$ cat src/rtl/dma_pkg.sv
`default_nettype none
// +--------------------------------------------------------------------------+
// | Package : dma_pkg                                                        |
// | Purpose : Shared encodings for the dma_copy_engine slice: AXI response   |
// |           codes, the control FSM state encoding and the write-side       |
// |           state encoding.                                                |
// | Revision: 1.0 - initial release                                          |
// +--------------------------------------------------------------------------+
package dma_pkg;

  // AXI response codes
  localparam logic [1:0] RESP_OKAY   = 2'b00;
  localparam logic [1:0] RESP_EXOKAY = 2'b01;
  localparam logic [1:0] RESP_SLVERR = 2'b10;
  localparam logic [1:0] RESP_DECERR = 2'b11;

  // Control FSM
  localparam logic [1:0] ST_IDLE  = 2'd0;
  localparam logic [1:0] ST_RUN   = 2'd1;
  localparam logic [1:0] ST_DRAIN = 2'd2;
  localparam logic [1:0] ST_DONE  = 2'd3;

  // Write-side FSM
  localparam logic [1:0] W_IDLE      = 2'd0;
  localparam logic [1:0] W_ADDR_DATA = 2'd1;
  localparam logic [1:0] W_RESP      = 2'd2;

  // Anything other than OKAY is treated as a failed beat.
  function automatic logic resp_is_error(input logic [1:0] resp);
    return resp != RESP_OKAY;
  endfunction

endpackage : dma_pkg
`default_nettype wire

$ cat src/rtl/dma_sync_fifo.sv
`default_nettype none
// +--------------------------------------------------------------------------+
// | Module  : dma_sync_fifo                                                  |
// | Purpose : Single-clock FIFO with registered read data. A pop at edge K   |
// |           presents the word on rd_data from K onwards and holds it until |
// |           the next pop.                                                  |
// | Ports   : clk, reset (sync, active-high), clear (sync flush),            |
// |           wr_en/wr_data (push), rd_en/rd_data (pop), full, empty, count. |
// | Revision: 1.0 - initial release                                          |
// +--------------------------------------------------------------------------+
module dma_sync_fifo #(
  parameter int DATA_W     = 32,
  parameter int FIFO_DEPTH = 8
) (
  input  logic                              clk,
  input  logic                              reset,
  input  logic                              clear,
  input  logic                              wr_en,
  input  logic [DATA_W-1:0]                 wr_data,
  input  logic                              rd_en,
  output logic [DATA_W-1:0]                 rd_data,
  output logic                              full,
  output logic                              empty,
  output logic [$clog2(FIFO_DEPTH+1)-1:0]   count
);

  localparam int PTR_W = $clog2(FIFO_DEPTH);
  localparam int CNT_W = $clog2(FIFO_DEPTH+1);

  logic [DATA_W-1:0] mem_q [FIFO_DEPTH];
  logic [PTR_W-1:0]  wr_ptr_q, wr_ptr_d;
  logic [PTR_W-1:0]  rd_ptr_q, rd_ptr_d;
  logic [CNT_W-1:0]  count_q, count_d;
  logic [DATA_W-1:0] rd_data_q, rd_data_d;
  logic              do_wr, do_rd;

  assign full  = (count_q == CNT_W'(FIFO_DEPTH));
  assign empty = (count_q == '0);
  assign do_wr = wr_en && !full;
  assign do_rd = rd_en && !empty;

  always_comb begin
    wr_ptr_d  = wr_ptr_q;
    rd_ptr_d  = rd_ptr_q;
    count_d   = count_q;
    rd_data_d = rd_data_q;
    if (clear) begin
      wr_ptr_d = '0;
      rd_ptr_d = '0;
      count_d  = '0;
    end else begin
      // Depth is a power of two, so the pointers wrap naturally.
      if (do_wr) wr_ptr_d = wr_ptr_q + PTR_W'(1);
      if (do_rd) begin
        rd_ptr_d  = rd_ptr_q + PTR_W'(1);
        rd_data_d = mem_q[rd_ptr_q];
      end
      count_d = count_q + CNT_W'(do_wr) - CNT_W'(do_rd);
    end
  end

  always_ff @(posedge clk) begin
    if (reset) begin
      wr_ptr_q  <= '0;
      rd_ptr_q  <= '0;
      count_q   <= '0;
      rd_data_q <= '0;
    end else begin
      wr_ptr_q  <= wr_ptr_d;
      rd_ptr_q  <= rd_ptr_d;
      count_q   <= count_d;
      rd_data_q <= rd_data_d;
    end
  end

  // Storage needs no reset: a slot is only read after it has been written.
  always_ff @(posedge clk) begin
    if (do_wr && !clear) mem_q[wr_ptr_q] <= wr_data;
  end

  assign rd_data = rd_data_q;
  assign count   = count_q;

endmodule : dma_sync_fifo
`default_nettype wire

$ cat src/rtl/dma_copy_engine.sv
`default_nettype none
// +--------------------------------------------------------------------------+
// | Module  : dma_copy_engine                                                |
// | Purpose : AXI-lite memory-to-memory copy engine. Reads `length` words    |
// |           from src_addr with several reads in flight, buffers them in a  |
// |           FIFO and writes them one beat at a time to dst_addr.           |
// | Ports   : clk, reset (sync, active-high); start/src_addr/dst_addr/length |
// |           command; busy/done/error status; AXI-lite AR, R, AW, W, B.     |
// | Macro   : DMA_RESP_CHECK_EN - when defined, non-OKAY rresp/bresp sets    |
// |           error and drains the transfer; otherwise responses ignored.    |
// | Revision: 1.0 - initial release                                          |
// +--------------------------------------------------------------------------+
module dma_copy_engine
  import dma_pkg::*;
#(
  parameter int ADDR_W          = 32,
  parameter int DATA_W          = 32,
  parameter int LEN_W           = 16,
  parameter int FIFO_DEPTH      = 8,
  parameter int MAX_OUTSTANDING = 4
) (
  input  logic              clk,
  input  logic              reset,
  input  logic              start,
  input  logic [ADDR_W-1:0] src_addr,
  input  logic [ADDR_W-1:0] dst_addr,
  input  logic [LEN_W-1:0]  length,
  output logic              busy,
  output logic              done,
  output logic              error,
  output logic [ADDR_W-1:0] araddr,
  output logic              arvalid,
  input  logic              arready,
  input  logic [DATA_W-1:0] rdata,
  input  logic [1:0]        rresp,
  input  logic              rvalid,
  output logic              rready,
  output logic [ADDR_W-1:0] awaddr,
  output logic              awvalid,
  input  logic              awready,
  output logic [DATA_W-1:0] wdata,
  output logic              wvalid,
  input  logic              wready,
  input  logic [1:0]        bresp,
  input  logic              bvalid,
  output logic              bready
);

  localparam int OUT_W = $clog2(MAX_OUTSTANDING+1);
  localparam int CNT_W = $clog2(FIFO_DEPTH+1);
  localparam int SUM_W = ((CNT_W > OUT_W) ? CNT_W : OUT_W) + 2;
  localparam logic [ADDR_W-1:0] STRIDE = ADDR_W'(DATA_W / 8);

  logic [1:0]        state_q, state_d;
  logic [1:0]        w_state_q, w_state_d;
  logic [ADDR_W-1:0] rd_addr_q, rd_addr_d;
  logic [ADDR_W-1:0] wr_addr_q, wr_addr_d;
  logic [LEN_W-1:0]  rd_left_q, rd_left_d;
  logic [LEN_W-1:0]  wr_left_q, wr_left_d;
  logic [OUT_W-1:0]  outst_q, outst_d;
  logic              arvalid_q, arvalid_d;
  logic              awvalid_q, awvalid_d;
  logic              wvalid_q, wvalid_d;
  logic              bready_q, bready_d;

  logic              ar_hs, r_hs, b_hs, start_ok, r_err, b_err;
  logic              fifo_push, fifo_pop, fifo_empty, fifo_full_unused;
  logic [CNT_W-1:0]  fifo_count;
  logic [DATA_W-1:0] fifo_rdata;

  assign busy     = (state_q == ST_RUN) || (state_q == ST_DRAIN);
  assign done     = (state_q == ST_DONE);
  // Every AR reserves a FIFO slot, so R can always be accepted.
  assign rready   = busy;
  assign ar_hs    = arvalid_q && arready;
  assign r_hs     = rvalid && rready;
  assign b_hs     = bvalid && bready_q;
  assign start_ok = start && (state_q == ST_IDLE);
  // Failing R data is dropped; DRAIN discards everything.
  assign fifo_push = r_hs && (state_q == ST_RUN) && !r_err;

`ifdef DMA_RESP_CHECK_EN
  logic error_q, error_d;

  assign r_err = r_hs && resp_is_error(rresp);
  assign b_err = b_hs && resp_is_error(bresp);

  always_comb begin
    error_d = error_q;
    if (start_ok)            error_d = 1'b0;
    else if (r_err || b_err) error_d = 1'b1;
  end

  always_ff @(posedge clk) begin
    if (reset) error_q <= 1'b0;
    else       error_q <= error_d;
  end

  assign error = error_q;
`else
  logic resp_unused;
  assign resp_unused = ^{rresp, bresp};
  assign r_err = 1'b0;
  assign b_err = 1'b0;
  assign error = 1'b0;
`endif

  always_comb begin
    state_d   = state_q;
    w_state_d = w_state_q;
    rd_addr_d = rd_addr_q;
    wr_addr_d = wr_addr_q;
    rd_left_d = rd_left_q;
    wr_left_d = wr_left_q;
    awvalid_d = awvalid_q;
    wvalid_d  = wvalid_q;
    bready_d  = bready_q;
    fifo_pop  = 1'b0;

    // ---------------- read side ----------------
    if (ar_hs) begin
      rd_addr_d = rd_addr_q + STRIDE;
      rd_left_d = rd_left_q - LEN_W'(1);
    end
    outst_d = outst_q + OUT_W'(ar_hs) - OUT_W'(r_hs);

    if (state_q == ST_IDLE) begin
      arvalid_d = 1'b0;
    end else if (arvalid_q && !arready) begin
      arvalid_d = 1'b1;
    end else begin
      // The FIFO term counts beats accepted this cycle (still in outst_q)
      // and ignores a concurrent pop, so the slot budget is conservative.
      arvalid_d = (state_q == ST_RUN) && !r_err && !b_err &&
                  (rd_left_d != '0) &&
                  (outst_d < OUT_W'(MAX_OUTSTANDING)) &&
                  ((SUM_W'(outst_q) + SUM_W'(ar_hs) + SUM_W'(fifo_count))
                     < SUM_W'(FIFO_DEPTH));
    end

    // ---------------- control FSM ----------------
    case (state_q)
      ST_IDLE: begin
        if (start) begin
          if (length == '0) begin
            state_d = ST_DONE;
          end else begin
            state_d   = ST_RUN;
            rd_addr_d = src_addr;
            wr_addr_d = dst_addr;
            rd_left_d = length;
            wr_left_d = length;
            arvalid_d = 1'b1;
          end
        end
      end
      ST_RUN: begin
        if (r_err || b_err)                          state_d = ST_DRAIN;
        else if (b_hs && (wr_left_q == LEN_W'(1)))   state_d = ST_DONE;
      end
      ST_DRAIN: begin
        if ((outst_q == '0) && !arvalid_q && (w_state_q == W_IDLE))
          state_d = ST_DONE;
      end
      default: state_d = ST_IDLE;
    endcase

    // ---------------- write side ----------------
    case (w_state_q)
      W_IDLE: begin
        if ((state_q == ST_RUN) && !fifo_empty && !r_err && !b_err) begin
          fifo_pop  = 1'b1;
          awvalid_d = 1'b1;
          wvalid_d  = 1'b1;
          w_state_d = W_ADDR_DATA;
        end
      end
      W_ADDR_DATA: begin
        awvalid_d = awvalid_q && !awready;
        wvalid_d  = wvalid_q && !wready;
        if (!awvalid_d && !wvalid_d) begin
          w_state_d = W_RESP;
          bready_d  = 1'b1;
        end
      end
      W_RESP: begin
        if (b_hs) begin
          bready_d  = 1'b0;
          w_state_d = W_IDLE;
          wr_addr_d = wr_addr_q + STRIDE;
          wr_left_d = wr_left_q - LEN_W'(1);
        end
      end
      default: w_state_d = W_IDLE;
    endcase
  end

  always_ff @(posedge clk) begin
    if (reset) begin
      state_q   <= ST_IDLE;
      w_state_q <= W_IDLE;
      rd_addr_q <= '0;
      wr_addr_q <= '0;
      rd_left_q <= '0;
      wr_left_q <= '0;
      outst_q   <= '0;
      arvalid_q <= 1'b0;
      awvalid_q <= 1'b0;
      wvalid_q  <= 1'b0;
      bready_q  <= 1'b0;
    end else begin
      state_q   <= state_d;
      w_state_q <= w_state_d;
      rd_addr_q <= rd_addr_d;
      wr_addr_q <= wr_addr_d;
      rd_left_q <= rd_left_d;
      wr_left_q <= wr_left_d;
      outst_q   <= outst_d;
      arvalid_q <= arvalid_d;
      awvalid_q <= awvalid_d;
      wvalid_q  <= wvalid_d;
      bready_q  <= bready_d;
    end
  end

  dma_sync_fifo #(
    .DATA_W     (DATA_W),
    .FIFO_DEPTH (FIFO_DEPTH)
  ) u_fifo (
    .clk     (clk),
    .reset   (reset),
    .clear   (start_ok),
    .wr_en   (fifo_push),
    .wr_data (rdata),
    .rd_en   (fifo_pop),
    .rd_data (fifo_rdata),
    .full    (fifo_full_unused),
    .empty   (fifo_empty),
    .count   (fifo_count)
  );

  assign araddr  = rd_addr_q;
  assign arvalid = arvalid_q;
  assign awaddr  = wr_addr_q;
  assign awvalid = awvalid_q;
  // FIFO output only changes on a pop, which happens while both valids are low.
  assign wdata   = fifo_rdata;
  assign wvalid  = wvalid_q;
  assign bready  = bready_q;

endmodule : dma_copy_engine
`default_nettype wire

$ cat config.mk
export PLATFORM = sky130hd
export DESIGN_NAME = dma_copy_engine
export DESIGN_NICKNAME = d
export VERILOG_FILES = /design/src/rtl/dma_pkg.sv /design/src/rtl/dma_sync_fifo.sv /design/src/rtl/dma_copy_engine.sv
export SDC_FILE = /design/constraint.sdc
export NUM_CORES = 1
export LEC_CHECK = 0
export CAP_MARGIN = 10
export CELL_PAD_IN_SITES_DETAIL_PLACEMENT = 0
export CELL_PAD_IN_SITES_GLOBAL_PLACEMENT = 1
export CORE_MARGIN = 3
export CORE_UTILIZATION = 41
export DETAILED_ROUTE_END_ITERATION = 10
export GPL_TIMING_DRIVEN = 0
export PLACE_DENSITY_LB_ADDON = 0.3
export SETUP_SLACK_MARGIN = 0.2
export SYNTH_ARGS = -nofsm -noshare
export SYNTH_HDL_FRONTEND = slang
export SYNTH_SLANG_ARGS = --single-unit
$ cat constraint.sdc
create_clock -name clk -period 4.5 [get_ports clk]
set_input_delay 0.9 -clock clk [delete_from_list [all_inputs] [get_ports clk]]
set_output_delay 0.9 -clock clk [all_outputs]
set_load 0.02 [all_outputs]
==> qor.yml, run 1 <==
place:
  pre_cts_slack_ns: 0.547
  dp_hpwl_mm: 32.0
  io_buffer_count: 221
  place_congestion: 0.833
  placed_cells: 2041
sta:
  clock_skew_ns: 0.0174
  final-setup-viol-count: 0
  setup_ws_ns: 1.08
  fin_crit_sh: 0.759
  tightest_slew_ns: 1.17
  rsz0062_at_grt: "false"
  min_period_ns: 3.42
  finalHoldViolCount: 0
  slew_headroom: 0.214
  fmax_mhz: 293
  slew_violations: 0
clock_network:
  root_buffer: "clkbuf_16"
  cts.path.max_buffers: 3
  htreeDepth: 2
  tritoncts_num_sinks: 405
  clkLatencyLatePin_ns: 0.58
  cts_tree: "built"
  cts_hold_buf: 0
  post_cts_buffers: 0
  post_cts_resized: 0
  path_clk_slew_ns: 0.06
  cts-buffers-inserted: 44
yosys:
  synth_cell_types: 60
  synth_area_leaders: "edfxtp_1 45%, dfxtp_1 18%, mux4_2 8.5%"
  ys_ff_latch: 405
  ys_seq_area_frac: 0.629
  synth_edf_count: 256
  synth_top_area_frac: 0.453
  synth.avg_cell_area_sq_um: 13.2
  syn_area_sq_um: 17000
  syn_inst: 1285
  synthesis.nets: 1434
  yosys.area.top_type: "edfxtp_1"
  synth_ff_type: "edfxtp_1"
  yosys_warnings: 0
  async_flop_share: 0
grt:
  grt_pass1_vias: 11901
  antenna_found_initial: 2
  grt_max_degree: 24
  grt_pass1_wl_mm: 71.4
  grt.total_usage: 0.210
  overflow: 0
detailed_routing:
  drt_iter0_drc: 762
  ant_nets: 0
  drc: 0
  drt_wl_total_mm: 46.6
  vias_per_cell: 5.54
  vias: 11771
  drt-pass1-iter-count: 5
  wire_per_inst_microns: 22.0
floorplanning:
  die_h_microns: 209
  io_pins: 228
  initial_core_util: 0.421
  dieArea_sq_um: 43800
  die_x_microns: 209
  fp-row-count: 73
  core_sq_um: 40300
cells_and_area:
  layout-drive-gt1-share: 0.102
  layoutNonFillerInstCount: 2123
  area_growth_pct: 27.4
  nNetsFinal: 1711
setup_path:
  end_kind: "flop"
  worst_ep_arrival_time_ns: 3.69
  worstSetupPathType: "flop to flop"
  crit_path_top_delay_cell: "nor2_4"
  startpoint_type: "flop"
  critPathMaxStageDelay_ns: 0.68
  crit_chain: "inv_1 -> ha_1 -> and2_1 -> nand2_1 -> a21oi_1 -> nand3_1 -> nor2_4 -> buf_16"
  cp_data_required_time_ns: 4.78
  crit_fanout: 18
power:
  powerDensity_nw_per_um2: 524
  leakage_nw: 6.93
  ir_worst_vdd_mv: 0.415
outcome:
  status: "finished, final reports clean"
run:
  cap_violations: 0
min_path:
  hp-class: "flop to flop"
## final cells by class
type	count	area, sq um
well taps	525	657
repair buffers	231	2460
flip-flops and latches	405	10700
clock buffers	61	1220
multi-input cells	785	5990
diodes	2	5.00
clock inverters	19	233
fillers	3367	18700
plain buffers	71	275
inverters	24	90.1
## cell usage in the layout (no fill, tap or decap), types with 6 or more instances in the layout
cell type | netlist | layout
edfxtp_1 | 256 | 256
clkdlybuf4s50_1 | 0 | 221
dfxtp_1 | 149 | 149
nor2_1 | 150 | 144
a211oi_1 | 74 | 74
nand2_1 | 72 | 72
mux4_2 | 64 | 64
clkbuf_1 | 51 | 62
a21oi_1 | 56 | 56
clkbuf_16 | 0 | 44
mux2i_1 | 33 | 33
nor3_1 | 33 | 31
o21ai_0 | 29 | 29
inv_1 | 24 | 24
nand3_1 | 23 | 23
ha_1 | 23 | 23
xor2_1 | 22 | 22
xnor2_1 | 22 | 22
and3_1 | 20 | 20
a311oi_1 | 20 | 20
buf_1 | 17 | 17
nor4_1 | 15 | 15
nand4_1 | 15 | 15
or3_1 | 13 | 13
and4_1 | 10 | 10
and2_1 | 8 | 8
a31oi_1 | 8 | 8
clkinv_2 | 0 | 7
nor2_4 | 0 | 6
clkbuf_8 | 0 | 6
buf_16 | 0 | 6
## power by group
group | internal, mW | switching [mW]
Sequential | 4.34 | 0.408
Clock | 2.15 | 1.49
Combinational | 1.30 | 1.63
## through the flow
step / instance area, sq um / power, mW / hold slack (ns) / setup TNS (ns) / utilization
3_5_place_dp: 20100 / 7.76 / 0.449 / 0 / 0.500
2_1_floorplan: 17000 / 6.49 / 0.452 / 0 / -
3_3_place_gp: 19800 / 7.70 / 0.443 / -264.25 / 0.492
4_1_cts: 21600 / 11.4 / 0.454 / 0 / 0.536
6_report: 21600 / 11.3 / 0.454 / 0 / 0.536
5_1_grt: 21600 / 11.8 / 0.474 / 0 / 0.536
## worst paths after layout
check,from,end,slack [ns],cells after the start
worst min register to register,awaddr[0],awaddr[0],0.45,2
worst max-delay path,state_q[0],u_fifo.mem_q[5][12],1.08,8
worst min-delay path,awaddr[0],awaddr[0],0.45,2
worst max register to register,state_q[0],u_fifo.mem_q[5][12],1.08,8
## worst max-delay path: cells and delay by family (launching register included)
kind / cells / cell delay, ns
adders and majority gates: 1 / 0.44
buffers and inverters: 2 / 0.34
and+or+nand+nor: 4 / 1.43
AOI/OAI and AO/OA: 1 / 0.49
DFF: 1 / 0.41
## state kept, by name, indices dropped and copies added (netlist names), 4 cells and up
signal	count
u_fifo.mem_q	256
u_fifo.count	4
wr_left_q	16
awaddr	32
rd_left_q	16
u_fifo.rd_data	32
araddr	32
## metal layers
metal / up-vias / share of wire / GRT usage
li1: 5486 / - / -
met1: 5851 / 0.43 / 0.286
met2: 357 / 0.49 / 0.352
met3: 75 / 0.058 / 0.0357
met4: 2 / 0.020 / 0.0561
met5: - / 0.00028 / 0
## cell usage after synthesis, types with 17 or more instances
cell,instances
xor2_1,22
o21ai_0,29
a211oi_1,74
mux2i_1,33
nor3_1,33
mux4_2,64
inv_1,24
and3_1,20
nand2_1,72
xnor2_1,22
buf_1,17
clkbuf_1,51
a21oi_1,56
dfxtp_1,149
edfxtp_1,256
nand3_1,23
ha_1,23
nor2_1,150
a311oi_1,20
## cell families (layout without fill, tap and decap cells)
| kind of cell | count (synthesis) | in the layout | share of synthesized area |
|---|---|---|---|
| AOI/OAI and AO/OA | 226 | 226 | 0.0901 |
| xor gates and xnor gates | 45 | 45 | 0.0237 |
| adders and majority gates | 25 | 25 | 0.0193 |
| buffers and inverters | 95 | 406 | 0.0215 |
| DFF | 405 | 405 | 0.629 |
| muxes | 97 | 97 | 0.104 |
| other | 1 | 3 | 0.000221 |
| and+or+nand+nor | 391 | 391 | 0.111 |
No activity file was read; power rests on OpenSTA's default activity.
==> inputs of run 2 (changes only) <==
==> constraint.sdc (replaced) <==
create_clock -name clk -period 2.76 [get_ports clk]
set_input_delay 0.552 -clock clk [delete_from_list [all_inputs] [get_ports clk]]
set_output_delay 0.552 -clock clk [all_outputs]
set_load 0.02 [all_outputs]
==> qor.yml, run 2 (same netlist as run 1, synthesis figures left out) <==
grt:
  grt_pass1_wl_mm: 73.2
  grt.total_usage: 0.216
  grt_max_degree: 17
  overflow: 0
  antenna_found_initial: 2
  grt_pass1_vias: 11979
detailed_routing:
  vias_per_cell: 5.64
  drt_iter0_drc: 853
  drt_wl_total_mm: 48.4
  drc: 0
  ant_nets: 0
  vias: 12152
  drt-pass1-iter-count: 5
  wire_per_inst_microns: 22.5
floorplanning:
  dieArea_sq_um: 43800
  core_sq_um: 40300
  fp-row-count: 73
  io_pins: 228
  initial_core_util: 0.421
  die_x_microns: 209
  die_h_microns: 209
setup_path:
  startpoint_type: "flop"
  end_kind: "primary output"
  crit_chain: "inv_4 -> ha_4 -> buf_4 -> clkdlybuf4s50_1"
  cp.depth: 4
  crit_fanout: 5
  critPathMaxStageDelay_ns: 0.60
  rrSetupSlack_ns: 0.24
  crit_path_top_delay_cell: "clkdlybuf4s50_1"
  cp_top_family: "buffers and inverters"
  worst_ep_arrival_time_ns: 1.97
  crit_buf_inv: 3
  worstSetupPathType: "flop to primary output"
  cp_data_required_time_ns: 2.21
  r2r_cells: 15
sta:
  final-setup-viol-count: 0
  fin_crit_sh: 0.915
  finalSetupTns_ns: 0
  clock_skew_ns: 0.0344
  tightest_slew_ns: 0.992
  finalHoldViolCount: 0
  holdWs_ns: 0.455
  rsz0062_at_grt: "true"
  fmax_mhz: 396
  min_period_ns: 2.53
  slew_headroom: 0.339
  setup_ws_ns: 0.234
  slew_violations: 0
power:
  leakage_nw: 7.17
  powerDensity_nw_per_um2: 851
  p_total_mw: 18.9
  ir_worst_vdd_mv: 0.659
clock_network:
  cts_tree: "built"
  clkLatencyLatePin_ns: 0.60
  tritoncts_num_sinks: 405
  root_buffer: "clkbuf_16"
  cts.path.max_buffers: 3
  cts-buffers-inserted: 42
  htreeDepth: 2
  path_clk_slew_ns: 0.06
place:
  place_area_sq_um: 20000
  dp_hpwl_mm: 31.2
  placed_cells: 2035
  place_congestion: 0.823
  pre_cts_slack_ns: -0.783
  io_buffer_count: 221
cells_and_area:
  final_common_cell: "edfxtp_1"
  fillCellCount: 3301
  fin_util: 0.551
  largest_reg_flops: 256
  layout-drive-gt1-share: 0.157
  nNetsFinal: 1745
  top_register: "u_fifo.mem_q"
  layoutNonFillerInstCount: 2156
  final_area_sq_um: 22200
  layout_common_cells: "256 x edfxtp_1, 219 x clkdlybuf4s50_1, 142 x nor2_1"
  area_growth_pct: 30.9
min_path:
  hp-class: "flop to flop"
  hold_depth: 2
run:
  cap_violations: 0
outcome:
  status: "finished, final reports clean"
run 2: worst register-to-register path: cells and delay by family (launching register included):
kind	cells	cell delay, ns
fa+ha+maj	4	0.93
buf+inv	7	0.53
flops	1	0.38
xor+xnor	2	0.37
simple gates	2	0.19
run 2: worst paths after layout:
check | from | to
worst max register to register | state_q[0] | outst_q[2]
worst max-delay path | state_q[0] | busy
worst min-delay path | araddr[1] | araddr[1]
worst min register to register | araddr[1] | araddr[1]
run 2: repair_timing:
item,in CTS,in global routing
endpoints found under the hold margin,0,0
pin swaps,18,6
hold buffers,0,0
buffers inserted,33,3
gates cloned,6,0
resized for setup,34,43
endpoints found under the setup margin,366,120
run 2: per-layer routing:
layer  track usage  part of all wire
met5             0           0.00023
met4        0.0566             0.019
met3        0.0399             0.070
met2         0.357              0.48
met1         0.296              0.43
run 2: layout make-up:
class | instances | area, sq um | share of cell area
Antenna cell | 1 | 2.50 | 0.000113
Inverter | 24 | 92.6 | 0.00417
Clock inverter | 19 | 238 | 0.0107
Timing Repair Buffer | 261 | 2750 | 0.124
Multi-Input combinational cell | 791 | 6210 | 0.280
Sequential cell | 405 | 10700 | 0.482
Tap cell | 525 | 657 | 0.0296
Clock buffer | 59 | 1220 | 0.0552
Buffer | 71 | 330 | 0.0149
run 2: where the power goes:
part           total, mW  internal (mW)  switching [mW]
Sequential          7.77           7.10           0.669
Clock               5.87           3.42            2.45
Combinational       5.24           2.41            2.83
Total               18.9           12.9            5.95
==> inputs of run 3 (changes only) <==
--- a/config.mk
+++ b/config.mk
@@ -8,6 +8,7 @@
 export CAP_MARGIN = 10
 export CELL_PAD_IN_SITES_DETAIL_PLACEMENT = 0
 export CELL_PAD_IN_SITES_GLOBAL_PLACEMENT = 1
+export CORE_ASPECT_RATIO = 1.75
 export CORE_MARGIN = 3
 export CORE_UTILIZATION = 41
 export DETAILED_ROUTE_END_ITERATION = 10
==> qor.yml, run 3 (same netlist as run 1, synthesis figures left out) <==
power:
  leakage_nw: 7.01
  ir_worst_vdd_mv: 0.631
  powerDensity_nw_per_um2: 848
cells_and_area:
  final_common_cell: "edfxtp_1"
  layout-drive-gt1-share: 0.142
  nNetsFinal: 1728
  top_register: "u_fifo.mem_q"
  largest_reg_flops: 256
  layoutNonFillerInstCount: 2158
  fillCellCount: 3481
  diodes: 0
  area_growth_pct: 28.8
  layout_common_cells: "256 x edfxtp_1, 220 x clkdlybuf4s50_1, 146 x dfxtp_1"
detailed_routing:
  drt-pass1-iter-count: 5
  ant_nets: 0
  vias_per_cell: 5.52
  wire_per_inst_microns: 22.2
  drc: 0
  drt_iter0_drc: 757
  vias: 11911
  drt_wl_total_mm: 47.9
floorplanning:
  io_pins: 228
  die_x_microns: 160
  core_sq_um: 40800
  die_h_microns: 275
  fp-row-count: 98
  dieArea_sq_um: 43900
  initial_core_util: 0.415
setup_path:
  crit_path_top_delay_cell: "dfxtp_4"
  worstSetupPathType: "flop to flop"
  end_kind: "flop"
  crit_buf_inv: 10
  timing.critical_path.mode_cell: "buf_6"
  cp_data_required_time_ns: 3.24
  worst_ep_arrival_time_ns: 3.23
  crit_chain: "inv_4 -> ha_4 -> and2_4 -> buf_6 -> buf_6 -> buf_6 -> ha_4 -> inv_2 -> ha_4 -> inv_2 -> fa_2 -> xor2_2 -> xnor2_2 -> buf_4 -> buf_6 -> buf_6 -> buf_6 -> nor2_4"
  cp_top_family: "buffers and inverters"
  crit_fanout: 2
  critPathMaxStageDelay_ns: 0.36
  startpoint_type: "flop"
clock_network:
  htreeDepth: 2
  clkLatencyLatePin_ns: 0.56
  path_clk_slew_ns: 0.06
  root_buffer: "clkbuf_16"
  tritoncts_num_sinks: 405
  cts.path.max_buffers: 3
  cts-buffers-inserted: 39
  cts_tree: "built"
grt:
  grt_max_degree: 33
  grt_pass1_wl_mm: 72.5
  overflow: 0
  antenna_found_initial: 0
  grt.total_usage: 0.214
  grt_pass1_vias: 12323
place:
  io_buffer_count: 221
  pre_cts_slack_ns: -0.932
  place_congestion: 0.910
  dp_hpwl_mm: 32.6
  placed_cells: 2060
run:
  cap_violations: 0
sta:
  tightest_slew_ns: 1.25
  fmax_mhz: 364
  setup_ws_ns: 0.00901
  final-setup-viol-count: 0
  fin_crit_sh: 0.997
  min_period_ns: 2.75
  rsz0062_at_grt: "true"
  slew_violations: 0
  clock_skew_ns: 0.0180
  finalHoldViolCount: 0
  slew_headroom: 0.167
outcome:
  status: "finished, final reports clean"
min_path:
  hp-class: "flop to flop"
## run 3: power breakdown
part,switching [mW],internal (mW),total [mW]
clock network,2.35,3.12,5.46
registers,0.670,7.09,7.76
logic,2.85,2.45,5.30
## run 3: what timing repair did
item / 4_1_cts / 5_1_grt
gates cloned: 3 / 0
pin swaps: 19 / 4
hold buffers: 0 / 0
gates resized for setup: 44 / 29
endpoints found under the setup margin: 377 / 142
setup buffers: 23 / 1
## run 3: cell type report
type,instances,area (sq um),area share
tap,550,688,0.0315
clock inverter,12,186,0.00853
multi-input combinational,788,6180,0.283
sequential,405,10700,0.489
inverter,24,95.1,0.00435
timing repair buffer,250,2580,0.118
clock buffer,58,1120,0.0512
buffer,71,315,0.0144
## run 3: path summary, 6_finish.rpt
check | slack [ns] | cells after the start | to | from
min | 0.45 | 2 | araddr[1] | araddr[1]
max | 0.009 | 18 | outst_q[2] | state_q[1]
max reg2reg | 0.009 | 18 | outst_q[2] | state_q[1]
min reg2reg | 0.45 | 2 | araddr[1] | araddr[1]
## run 3: per-stage QoR
step           TNS [ns]  power, mW  utilization  hold WS [ns]  cell area, sq um
5_1_grt           -2.24       19.4        0.535         0.484             21800
6_report              0       18.5        0.535         0.454             21800
2_1_floorplan         0       10.6            -         0.452             17100
3_3_place_gp    -236.41       12.6        0.489         0.443             20000
3_5_place_dp    -199.91       12.8        0.492         0.446             20100
4_1_cts          -0.195       18.5        0.533         0.454             21700
## run 3: worst reg2reg max path: cells and delay by family, from the launching register on
kind                     cells  cell delay (ns)
XOR/XNOR                     2             0.30
adder cells (fa/ha/maj)      4             0.89
buffers and inverters       10             0.90
flip-flops                   1             0.36
AND/OR/NAND/NOR              2             0.22
## run 3: layer usage
metal	routed length, microns	part of all wire	track usage
met4	2360	0.049	0.107
met5	0	0	0
met2	25600	0.53	0.401
met3	2380	0.050	0.0371
met1	17600	0.37	0.232
